==> config.mk <==
export PLATFORM = sky130hd
export DESIGN_NAME = dna_word_packer_flat
export DESIGN_NICKNAME = d
export VERILOG_FILES = /design/src/rtl/dna_word_packer_if.sv /design/src/rtl/dna_word_packer.sv /design/src/flat_wrapper.sv
export SDC_FILE = /design/constraint.sdc
export NUM_CORES = 1
export LEC_CHECK = 0
export CAP_MARGIN = 20
export CORE_MARGIN = 1
export CORE_UTILIZATION = 45
export CTS_BUF_LIST = sky130_fd_sc_hd__clkbuf_16
export DETAILED_ROUTE_END_ITERATION = 10
export PLACE_DENSITY = 0.71
export SYNTH_ARGS = -nofsm -noshare
export SYNTH_HDL_FRONTEND = slang
export SYNTH_SLANG_ARGS = --single-unit
==> constraint.sdc <==
create_clock -name clk -period 3.9 [get_ports clk]
set_input_delay 0.975 -clock clk [delete_from_list [all_inputs] [get_ports clk]]
set_output_delay 0.975 -clock clk [all_outputs]
set_load 0.1 [all_outputs]
==> src/rtl/dna_word_packer_if.sv <==
`default_nettype none
// ============================================================================
//  Module      : dna_word_packer_if
//  Description : Handshake bundle for dna_word_packer. Groups the base-stream
//                input, the SRAM write-request channel and the status pulses.
//                slave  - the packer side (consumes bases, issues writes)
//                master - the producer / SRAM controller side
//  Signals     : start_i, base_i[1:0], base_valid_i, last_i  (to packer)
//                ready_o, busy_o, done_o, error_o            (from packer)
//                wr_req_o, wr_addr_o, wr_data_o              (from packer)
//                wr_ack_i                                    (to packer)
//  Revision    : 1.0  initial release
// ============================================================================
interface dna_word_packer_if #(
   parameter int SRAM_WORD_WIDTH = 24,
   parameter int SRAM_ADDR_BIT   = 10
);
   logic                       start_i;
   logic [1:0]                 base_i;
   logic                       base_valid_i;
   logic                       last_i;
   logic                       ready_o;
   logic                       busy_o;
   logic                       wr_req_o;
   logic [SRAM_ADDR_BIT-1:0]   wr_addr_o;
   logic [SRAM_WORD_WIDTH-1:0] wr_data_o;
   logic                       wr_ack_i;
   logic                       done_o;
   logic                       error_o;

   modport slave (
      input  start_i, base_i, base_valid_i, last_i, wr_ack_i,
      output ready_o, busy_o, wr_req_o, wr_addr_o, wr_data_o, done_o, error_o
   );

   modport master (
      output start_i, base_i, base_valid_i, last_i, wr_ack_i,
      input  ready_o, busy_o, wr_req_o, wr_addr_o, wr_data_o, done_o, error_o
   );
endinterface
`default_nettype wire

==> src/rtl/dna_word_packer.sv <==
`default_nettype none
// ============================================================================
//  Module      : dna_word_packer
//  Description : Packs a stream of 2-bit nucleotide codes into SRAM words of
//                3-bit symbols. Each base becomes {1'b1, base}; the query is
//                closed by an END_CODE terminator symbol, and unused slots of
//                the final word hold END_CODE. Words are written to
//                consecutive addresses starting at 0 through a req/ack port.
//  Ports       : clk    - clock, rising edge
//                rst_n  - asynchronous active-low reset
//                bus    - dna_word_packer_if.slave (stream in, SRAM write out,
//                         ready/busy/done/error status)
//  Revision    : 1.0  initial release
// ============================================================================
module dna_word_packer #(
   parameter int       SRAM_WORD_WIDTH = 24,
   parameter int       DNA_PER_WORD    = SRAM_WORD_WIDTH / 3,
   parameter int       SRAM_ADDR_BIT   = 10,
   parameter bit [2:0] END_CODE        = 3'b000
) (
   input  wire logic          clk,
   input  wire logic          rst_n,
   dna_word_packer_if.slave   bus
);

   localparam int SLOT_W = (DNA_PER_WORD > 1) ? $clog2(DNA_PER_WORD) : 1;

   localparam logic [SLOT_W-1:0]          SLOT_LAST = SLOT_W'(DNA_PER_WORD - 1);
   localparam logic [SRAM_ADDR_BIT-1:0]   ADDR_MAX  = '1;
   localparam logic [SRAM_WORD_WIDTH-1:0] END_WORD  = {DNA_PER_WORD{END_CODE}};

   typedef enum logic [1:0] {
      S_IDLE  = 2'd0,
      S_FILL  = 2'd1,
      S_WRITE = 2'd2
   } state_t;

   state_t                       state;
   logic [SLOT_W-1:0]            slot;
   logic [SRAM_ADDR_BIT-1:0]     addr;
   logic [SRAM_WORD_WIDTH-1:0]   word;
   // final_flag: the word in flight is the last one of the query.
   // pend_flag : the query filled its last word exactly, so one extra
   //             all-terminator word still has to follow it.
   logic                         final_flag;
   logic                         pend_flag;
   logic                         ready;
   logic                         busy;
   logic                         wr_req;
   logic                         done;
   logic                         error;

   logic [SRAM_WORD_WIDTH-1:0]   fill_word;
   logic                         slot_full;

   // Current word with the offered base merged into the current slot.
   // Slot 0 sits in the most significant symbol position.
   always_comb begin
      fill_word = word;
      for (int k = 0; k < DNA_PER_WORD; k++) begin
         if (slot == SLOT_W'(k)) begin
            fill_word[SRAM_WORD_WIDTH-1-3*k -: 3] = {1'b1, bus.base_i};
         end
      end
   end

   assign slot_full = (slot == SLOT_LAST);

   always_ff @(posedge clk or negedge rst_n) begin
      if (!rst_n) begin
         state      <= S_IDLE;
         slot       <= '0;
         addr       <= '0;
         word       <= '0;
         final_flag <= 1'b0;
         pend_flag  <= 1'b0;
         ready      <= 1'b0;
         busy       <= 1'b0;
         wr_req     <= 1'b0;
         done       <= 1'b0;
         error      <= 1'b0;
      end else begin
         // Status pulses last exactly one cycle.
         done  <= 1'b0;
         error <= 1'b0;

         case (state)
            S_IDLE: begin
               ready  <= 1'b0;
               wr_req <= 1'b0;
               busy   <= 1'b0;
               if (bus.start_i) begin
                  state      <= S_FILL;
                  addr       <= '0;
                  slot       <= '0;
                  word       <= END_WORD;
                  final_flag <= 1'b0;
                  pend_flag  <= 1'b0;
                  ready      <= 1'b1;
                  busy       <= 1'b1;
               end
            end

            S_FILL: begin
               // ready is always high here, so valid alone means a transfer.
               if (bus.base_valid_i) begin
                  word <= fill_word;
                  if (bus.last_i) begin
                     final_flag <= !slot_full;
                     pend_flag  <= slot_full;
                     state      <= S_WRITE;
                     ready      <= 1'b0;
                     wr_req     <= 1'b1;
                  end else if (slot_full) begin
                     state      <= S_WRITE;
                     ready      <= 1'b0;
                     wr_req     <= 1'b1;
                  end else begin
                     slot       <= slot + SLOT_W'(1);
                  end
               end
            end

            S_WRITE: begin
               if (bus.wr_ack_i) begin
                  if (final_flag) begin
                     // The final word holds the terminator: query complete.
                     state      <= S_IDLE;
                     wr_req     <= 1'b0;
                     final_flag <= 1'b0;
                     done       <= 1'b1;
                  end else if (addr == ADDR_MAX) begin
                     // More words needed but no address left.
                     state      <= S_IDLE;
                     wr_req     <= 1'b0;
                     pend_flag  <= 1'b0;
                     error      <= 1'b1;
                  end else if (pend_flag) begin
                     // Emit a terminator-only word, remaining in WRITE.
                     addr       <= addr + SRAM_ADDR_BIT'(1);
                     word       <= END_WORD;
                     pend_flag  <= 1'b0;
                     final_flag <= 1'b1;
                  end else begin
                     addr       <= addr + SRAM_ADDR_BIT'(1);
                     slot       <= '0;
                     word       <= END_WORD;
                     state      <= S_FILL;
                     wr_req     <= 1'b0;
                     ready      <= 1'b1;
                  end
               end
            end

            default: begin
               state  <= S_IDLE;
               ready  <= 1'b0;
               wr_req <= 1'b0;
               busy   <= 1'b0;
            end
         endcase
      end
   end

   assign bus.ready_o   = ready;
   assign bus.busy_o    = busy;
   assign bus.wr_req_o  = wr_req;
   assign bus.wr_addr_o = addr;
   assign bus.wr_data_o = word;
   assign bus.done_o    = done;
   assign bus.error_o   = error;

endmodule
`default_nettype wire
==> src/flat_wrapper.sv <==
// flat-port wrapper written by rule: the top's interface ports become plain ports
module dna_word_packer_flat 
#(
   parameter int       SRAM_WORD_WIDTH = 24,
   parameter int       DNA_PER_WORD    = SRAM_WORD_WIDTH / 3,
   parameter int       SRAM_ADDR_BIT   = 10,
   parameter bit [2:0] END_CODE        = 3'b000
)
  (clk, rst_n, bus_start_i, bus_base_i, bus_base_valid_i, bus_last_i, bus_wr_ack_i, bus_ready_o, bus_busy_o, bus_wr_req_o, bus_wr_addr_o, bus_wr_data_o, bus_done_o, bus_error_o);
  dna_word_packer_if #(.SRAM_WORD_WIDTH(SRAM_WORD_WIDTH), .SRAM_ADDR_BIT(SRAM_ADDR_BIT)) bus_i ();
  input  wire logic clk;
  input  wire logic rst_n;
  input wire logic [$bits(bus_i.start_i)-1:0] bus_start_i;
  input wire logic [$bits(bus_i.base_i)-1:0] bus_base_i;
  input wire logic [$bits(bus_i.base_valid_i)-1:0] bus_base_valid_i;
  input wire logic [$bits(bus_i.last_i)-1:0] bus_last_i;
  input wire logic [$bits(bus_i.wr_ack_i)-1:0] bus_wr_ack_i;
  output wire logic [$bits(bus_i.ready_o)-1:0] bus_ready_o;
  output wire logic [$bits(bus_i.busy_o)-1:0] bus_busy_o;
  output wire logic [$bits(bus_i.wr_req_o)-1:0] bus_wr_req_o;
  output wire logic [$bits(bus_i.wr_addr_o)-1:0] bus_wr_addr_o;
  output wire logic [$bits(bus_i.wr_data_o)-1:0] bus_wr_data_o;
  output wire logic [$bits(bus_i.done_o)-1:0] bus_done_o;
  output wire logic [$bits(bus_i.error_o)-1:0] bus_error_o;
  assign bus_i.start_i = bus_start_i;
  assign bus_i.base_i = bus_base_i;
  assign bus_i.base_valid_i = bus_base_valid_i;
  assign bus_i.last_i = bus_last_i;
  assign bus_i.wr_ack_i = bus_wr_ack_i;
  assign bus_ready_o = bus_i.ready_o;
  assign bus_busy_o = bus_i.busy_o;
  assign bus_wr_req_o = bus_i.wr_req_o;
  assign bus_wr_addr_o = bus_i.wr_addr_o;
  assign bus_wr_data_o = bus_i.wr_data_o;
  assign bus_done_o = bus_i.done_o;
  assign bus_error_o = bus_i.error_o;
  dna_word_packer #(.SRAM_WORD_WIDTH(SRAM_WORD_WIDTH), .DNA_PER_WORD(DNA_PER_WORD), .SRAM_ADDR_BIT(SRAM_ADDR_BIT), .END_CODE(END_CODE)) u_core (.clk(clk), .rst_n(rst_n), .bus(bus_i));
endmodule
-- After elaboration in Yosys (flattened, before gate mapping)
Cells that the tools add are included.
Widths: inputs -> output; s select.
- flip-flop bits (word level): 46
- bits of input ports: 8
- output and inout bits: 39
- word-level logic and storage cells: 145
- add/subtract/negate cells: 2
- equal/unequal tests: 29
- multiplexer cells: 75
- reductions and logical operators: 21
- operators by type and width (cell ; count):
    $mux 24 ; 5
    $pmux 24 s3 ; 1
    $reduce_and 7->1 ; 8
    $mux 3 ; 16
    $mux 10 ; 4
    $mux 1 ; 33
    $pmux 10 s2 ; 1
    $ne 2x2->1 const B ; 9
    $mux 2 ; 8
    $ne 2x1->1 const B ; 8
    $reduce_and 5->1 ; 3
    $eq 3x3->1 const B ; 4
    $reduce_and 6->1 ; 2
    $add 10x1->10 const B ; 1
    $eq 10x10->1 const B ; 1
    $pmux 1 s3 ; 3
    $pmux 3 s3 ; 1
    $reduce_and 9->1 ; 1
    $eq 3x2->1 const B ; 2
    $pmux 2 s3 ; 1
    $ne 4x3->1 const B ; 1
    $pmux 1 s2 ; 2
    $reduce_and 4->1 ; 1
    $add 3x1->3 const B ; 1
    10 further kinds ; 10

-- Depth between registers and ports, before layout
Gate-level depths: netlist (run 1).
- depth in word-level cells: 5
- mapped depth: 8
- depth with buffers taken out: 6

-- Worst setup path before layout (run 1)
No wires, ideal clock.
- path kind: reg-to-reg
- start: register u_core.addr[0] (netlist: u_core.bus.wr_addr_o[0])
- end: register u_core.state[0]
- setup time: 0.121 ns
- arrival time: 2.331 ns
- data required time: 3.779 ns
- setup slack: 1.448 ns
- cell stages (with the launch flop): 7
- path buffers: 1
- period minus slack after synthesis: 2.452 ns
- path through: dfrtp_1 -> ha_1 -> and4_1 -> buf_2 -> a31oi_1 -> or3b_1 -> a22o_1
- word-level cells in the longest chain between the ends: 5
- elaborated cells on any way between the ends: 7
- those cells by class: eq/ne: 2; mux: 4; reduce/logical: 1
- ends and longest elaborated chain (element ; line ; source):
    from (decl) ; dna_word_packer.sv:40 ; logic [SRAM_ADDR_BIT-1:0] addr;
    from (signal assigned) ; dna_word_packer.sv:140 ; addr <= addr + SRAM_ADDR_BIT'(1);
    from (signal assigned) ; dna_word_packer.sv:145 ; addr <= addr + SRAM_ADDR_BIT'(1);
    $eq 10x10->1 (*) ; dna_word_packer.sv:132 ; end else if (addr == ADDR_MAX) begin
    $mux 2 ; dna_word_packer.sv:132 ;
    $mux 2 ; dna_word_packer.sv:126 ; if (final_flag) begin
    $mux 2 ; dna_word_packer.sv:125 ; if (bus.wr_ack_i) begin
    $pmux 2 s3 ; dna_word_packer.sv:87 ; case (state)
    to (signal assigned) ; dna_word_packer.sv:93 ; state <= S_FILL;
    to (signal assigned) ; dna_word_packer.sv:128 ; state <= S_IDLE;
    to (signal assigned) ; dna_word_packer.sv:134 ; state <= S_IDLE;
    to (decl) ; dna_word_packer.sv:38 ; state_t state;
Every way passes the cells marked *; elsewhere a longest branch is shown, timed or not. The select of a mux whose other input is x is not followed.
A chain may end at the register's enable or synchronous reset.

-- Worst setup path in the final report (run 1)
- start: register u_core.addr[2] (netlist: u_core.bus.wr_addr_o[2])
- end: output bus_wr_addr_o[2]
- RTL lines (element ; line ; source):
    to (decl) ; flat_wrapper.sv:21 ; output wire logic [$bits(bus_i.wr_addr_o)-1:0] bus_wr_addr_o;
No word-level cell between the ends.

==> results of run 1 <==
kinds of logic after synthesis:
group                    Yosys count  synth area share
AO/OA/AOI/OAI                     83             0.223
adder cells (fa/ha/maj)           12            0.0570
buffers and inverters             31            0.0479
flip-flops                        46             0.437
multiplexers                       9            0.0346
AND/OR/NAND/NOR                   96             0.201
cell usage in the layout, fill, tap and decap left out, types with 2 or more instances in the layout:
master	count
and3_1	2
inv_1	14
a221o_1	3
a21oi_1	6
nor2_1	9
clkdlybuf4s50_1	44
nand2_1	26
nor2b_1	7
mux2i_1	8
clkbuf_16	5
nor3_1	9
o21ai_0	24
nand3_4	2
a211o_1	2
o211ai_1	14
buf_4	3
o31ai_1	3
and4_1	4
o21ai_1	2
nand4_1	3
dfrtp_1	46
a21o_1	2
a211oi_1	3
a31oi_1	10
o22a_1	4
ha_1	12
nand3_1	21
nor3_2	2
report_power, final:
group          internal, mW  switching, mW
clock network         0.232          0.178
registers             0.554         0.0717
logic                 0.322          0.862
total                  1.11           1.11
registers in the layout, indices dropped and copies added, names as in the netlist:
| signal | flops |
|---|---|
| u_core.pend_flag | 1 |
| u_core.bus.wr_data_o | 24 |
| u_core.bus.busy_o | 1 |
| u_core.state | 2 |
| u_core.bus.error_o | 1 |
| u_core.final_flag | 1 |
| u_core.bus.ready_o | 1 |
| u_core.slot | 3 |
| u_core.bus.wr_addr_o | 10 |
| u_core.bus.wr_req_o | 1 |
| u_core.bus.done_o | 1 |
layout make-up:
type	instances	area, sq um	share of cell area
repair buffers	49	488	0.149
multi-input cells	200	1360	0.416
clock buffers	5	125	0.0382
flip-flops and latches	46	1150	0.351
well taps	72	90.1	0.0275
inverters	13	48.8	0.0149
clock inverters	2	11.3	0.00344
worst paths after layout:
kind	start	endpoint	cells after the start
worst min-delay path	u_core.bus.busy_o	u_core.bus.busy_o	2
min in group asynchronous	rst_n	u_core.bus.ready_o	1
worst max-delay path	u_core.bus.wr_addr_o[2]	bus_wr_addr_o[2]	1
max in group asynchronous	rst_n	u_core.bus.wr_data_o[3]	2
worst min register to register	u_core.bus.busy_o	u_core.bus.busy_o	2
worst max register to register	u_core.state[0]	u_core.slot[1]	6
layer usage:
metal  track usage  routed length (um)
met1         0.293                2870
met2         0.359                3100
met3        0.0372                 323
met4        0.0722                  88
met5             0                   0
stage by stage:
step | setup slack [ns] | total power [mW] | util | cells | cell area, sq um
after floorplan | 1.45 | 1.55 | - | 277 | 2640
after global placement | 0.913 | 1.80 | 0.560 | 379 | 3120
after detailed placement | 0.880 | 1.82 | 0.560 | 379 | 3120
after CTS | 0.954 | 2.23 | 0.585 | 386 | 3260
after global routing | 0.879 | 2.34 | 0.588 | 387 | 3280
final | 0.943 | 2.22 | 0.588 | 387 | 3280
==> reports/qor.csv, run 1 <==
metric;value;unit
syn_inst;277;
overflow;0;
r2r_slack;1.26;ns
ys.flop_type;dfrtp_1;
vias;2314;
clk_latency;0.29;ns
root_buffer;clkbuf_16;
status;finished clean;
numClockSinks;46;
avgRoutedWirePerCell;16.5;um
wl;6380;um
cp_num_buf_inv;1;
cts_tree;built;
grt_pass1_vias;2173;
dr.pass1.iters;5;
yosys-top-cells-area;dfrtp_1, ha_1, o21ai_0, nand3_1, o211ai_1;
antenna_found_initial;0;
yosysMostFrequentCell;dfrtp_1;
synth_edf_count;0;
cp.arrival;1.98;ns
cp.required;2.92;ns
grt_util_all_layers;0.219;
hold_ws;0.480;ns
final_hold_viol_count;0;
post-dp-hpwl;4370;um
avgSynthCellArea;9.52;sq um
synth_top_area_frac;0.437;
ios;47;
cp-end-kind;output pin;
fin_nets;335;
drive_gt1_frac;0.0667;
clock.fmax;338;MHz
finalCriticalPeriod;2.96;ns
grt_pass1_wl;10600;um
yosysTopAreaCell;dfrtp_1;
dieHeight;78.5;um
vias_per_cell;5.98;
path_cells;clkdlybuf4s50_1;
power.leakage;1.37;nW
max-cap-violations;0;
port_buffers;46;
start_util;0.473;
cp-start-kind;flop;
critical_path_class;reg2out;
setup-tns-final;0;ns
yosys.cell_types.count;49;
path_delay_family;buffers and inverters;
finalSetupViolations;0;
max_stage_delay;1.19;ns
grt_max_degree;47;
drv_slew;0;
h-tree-depth;2;
dieArea;6170;sq um
coreArea;5570;sq um
synth-seq-area-share;0.437;
die_w;78.5;um
finalCritPeriodShare;0.758;
numCtsBuffers;5;
cp_max_fo;10;
cts_resized;0;
cts_buffer_depth;2;
routabilityCongestion;0.850;
ir_drop;405;uV
ys_ff_latch;46;
ant_nets;0;
pwr_density_cell;677;nW/um^2
ys_warn_count;0;
clkTransAtPathRegs;0.06;ns
drc;0;
rsz0062_at_grt;no;
tightest_slew;0.974;ns
syn_area;2640;sq um
syn_nets;297;
n_antenna_cell;0;
drt-initial-drc-count;145;
post_cts_buffers;0;
hp-class;reg2reg;
relSlewSlack;0.349;
clock_skew;0.00645;ns
async_flop_share;1.00;
nFillCells;509;
rows;27;
cts_hold_buf;0;
area_growth_syn_to_layout;24.3;%
synthTopCellsByCount;dfrtp_1, nand2_1, o21ai_0;
cpMaxStageDelayCell;clkdlybuf4s50_1;
(Power assumes the default switching activity.)
==> run 2, diff against run 1 <==
- PLACE_DENSITY: 0.71 -> 0.74
- clock period: 3.9 -> 2.55 ns (I/O delays scaled with it)
==> run 2 against run 1 <==
  * Sequential cell count unchanged
  * Combinational power up 58%
  * Non-clock buffer count up 7
  * Sequential share of layout area up 0.60 points
  * Critical path depth up 5
  * Worst hold slack worse by 0.050 ns
  * Core utilization down 0.99 points
==> reports/qor.csv, run 2 (synthesis results as in run 1) <==
metric;value;unit
status;finished clean;
rows;27;
antenna_found_initial;0;
power.leakage;1.48;nW
sequentialPowerShare;0.275;
vias_per_cell;5.78;
wl_met2;3220;um
numClockSinks;46;
cp-start-kind;flop;
post_cts_buffers;0;
r2r_slack;0.35;ns
h-tree-depth;2;
cp.arrival;2.37;ns
clock.fmax;454;MHz
cp.required;2.72;ns
cts_hold_buf;0;
dr.max_layer_used;met4;
cts_resized;0;
dieHeight;78.5;um
final_hold_viol_count;0;
seqCellArea;1150;sq um
area_growth_syn_to_layout;22.3;%
p_int;1.72;mW
root_buffer;clkbuf_16;
post-dp-hpwl;4460;um
dieArea;6170;sq um
die_w;78.5;um
drc;0;
port_buffers;46;
total_power;3.44;mW
avgRoutedWirePerCell;16.5;um
fin_nets;342;
finalCritPeriodShare;0.863;
grt_util_all_layers;0.225;
coreArea;5570;sq um
cp_max_fo;13;
overflow;0;
reg2reg_to;u_core.bus.wr_addr_o[2];
pwr_density_cell;1070;nW/um^2
finalCriticalPeriod;2.20;ns
start_util;0.473;
drt-initial-drc-count;158;
hp-class;in2async;
ant_nets;0;
max_stage_delay;0.43;ns
clkPwrFrac;0.180;
wl;6510;um
nFillCells;498;
hold_ws;0.429;ns
drive_gt1_frac;0.201;
clock_skew;0.00801;ns
grt_pass1_vias;2225;
largest_reg_flops;24;
dr.pass1.iters;4;
n_antenna_cell;0;
routabilityCongestion;0.853;
multiInputGateArea;1360;sq um
rsz0062_at_grt;no;
switching_share;0.500;
cts_buffer_depth;2;
ir_drop;636;uV
switchingPower;1.72;mW
startpoint;u_core.state[0];
tightest_slew;0.594;ns
wl_met1;2910;um
ios;47;
vias;2284;
drv_slew;0;
combPwrFrac;0.544;
critical_path_class;reg2reg;
reg2regPathDepth;6;
r2r_start;u_core.state[0];
clkTransAtPathRegs;0.07;ns
numCtsBuffers;5;
grt_max_degree;47;
cts_tree;built;
grt_pass1_wl;10900;um
cpMaxStageDelayCell;dfrtp_1;
relSlewSlack;0.604;
path_cells;inv_1 > ha_1 > buf_4 > nor2_1 > a211o_1 > a221o_1;
finalSetupViolations;0;
layout_commonest_cell;buf_4;
setup-tns-final;0;ns
wl_met3;348;um
max-cap-violations;0;
cp-end-kind;flop;
layout_common_cells;buf_4, dfrtp_1, nand2_1;
clk_latency;0.29;ns
## run 2: final cells by class
| type | instances | area share |
|---|---|---|
| multi-input combinational | 200 | 0.423 |
| inverter | 13 | 0.0151 |
| sequential | 46 | 0.357 |
| tap | 72 | 0.0280 |
| clock buffer | 5 | 0.0388 |
| timing repair buffer | 56 | 0.134 |
| clock inverter | 3 | 0.00349 |
## run 2: critical path: cells and delay by family, from the launching register on
kind	cells	cell delay, ns
buffers and inverters	2	0.37
AOI/OAI and AO/OA	2	0.80
DFF	1	0.43
adders and majority gates	1	0.42
and+or+nand+nor	1	0.06
## run 2: power by group through the flow
| stage | sequential, mW | clock (mW) | combinational [mW] |
|---|---|---|---|
| 6_report | 0.948 | 0.620 | 1.87 |
| 5_1_grt | 0.962 | 0.659 | 2.00 |
| 4_1_cts | 0.946 | 0.635 | 1.88 |
| 3_5_place_dp | 0.958 | 0 | 1.87 |
| 3_3_place_gp | 0.956 | 0 | 1.85 |
| 2_1_floorplan | 1.54 | 0 | 0.835 |
## run 2: worst max path at each step
stage,cells after the start,endpoint,slack (ns)
finish,6,u_core.bus.wr_addr_o[2],0.35
global route,6,u_core.bus.wr_addr_o[3],0.23
CTS,6,u_core.bus.wr_addr_o[2],0.35
detailed placement,6,u_core.bus.wr_data_o[23],0.13
global placement,6,u_core.bus.wr_data_o[2],0.16
floorplan,6,u_core.state[0],0.1
## run 2: metal layers
layer | vias up | global-route usage
met5 | - | 0
met4 | 0 | 0.0685
met3 | 2 | 0.0453
met2 | 65 | 0.363
met1 | 1093 | 0.303
li1 | 1124 | -
## run 2: through the flow
step	util	area [sq um]	setup slack [ns]	instances
6_report	0.578	3220	0.349	395
2_1_floorplan	-	2640	0.0983	277
4_1_cts	0.578	3220	0.352	395
3_3_place_gp	0.554	3090	0.161	387
3_5_place_dp	0.554	3090	0.131	387
5_1_grt	0.578	3220	0.231	395
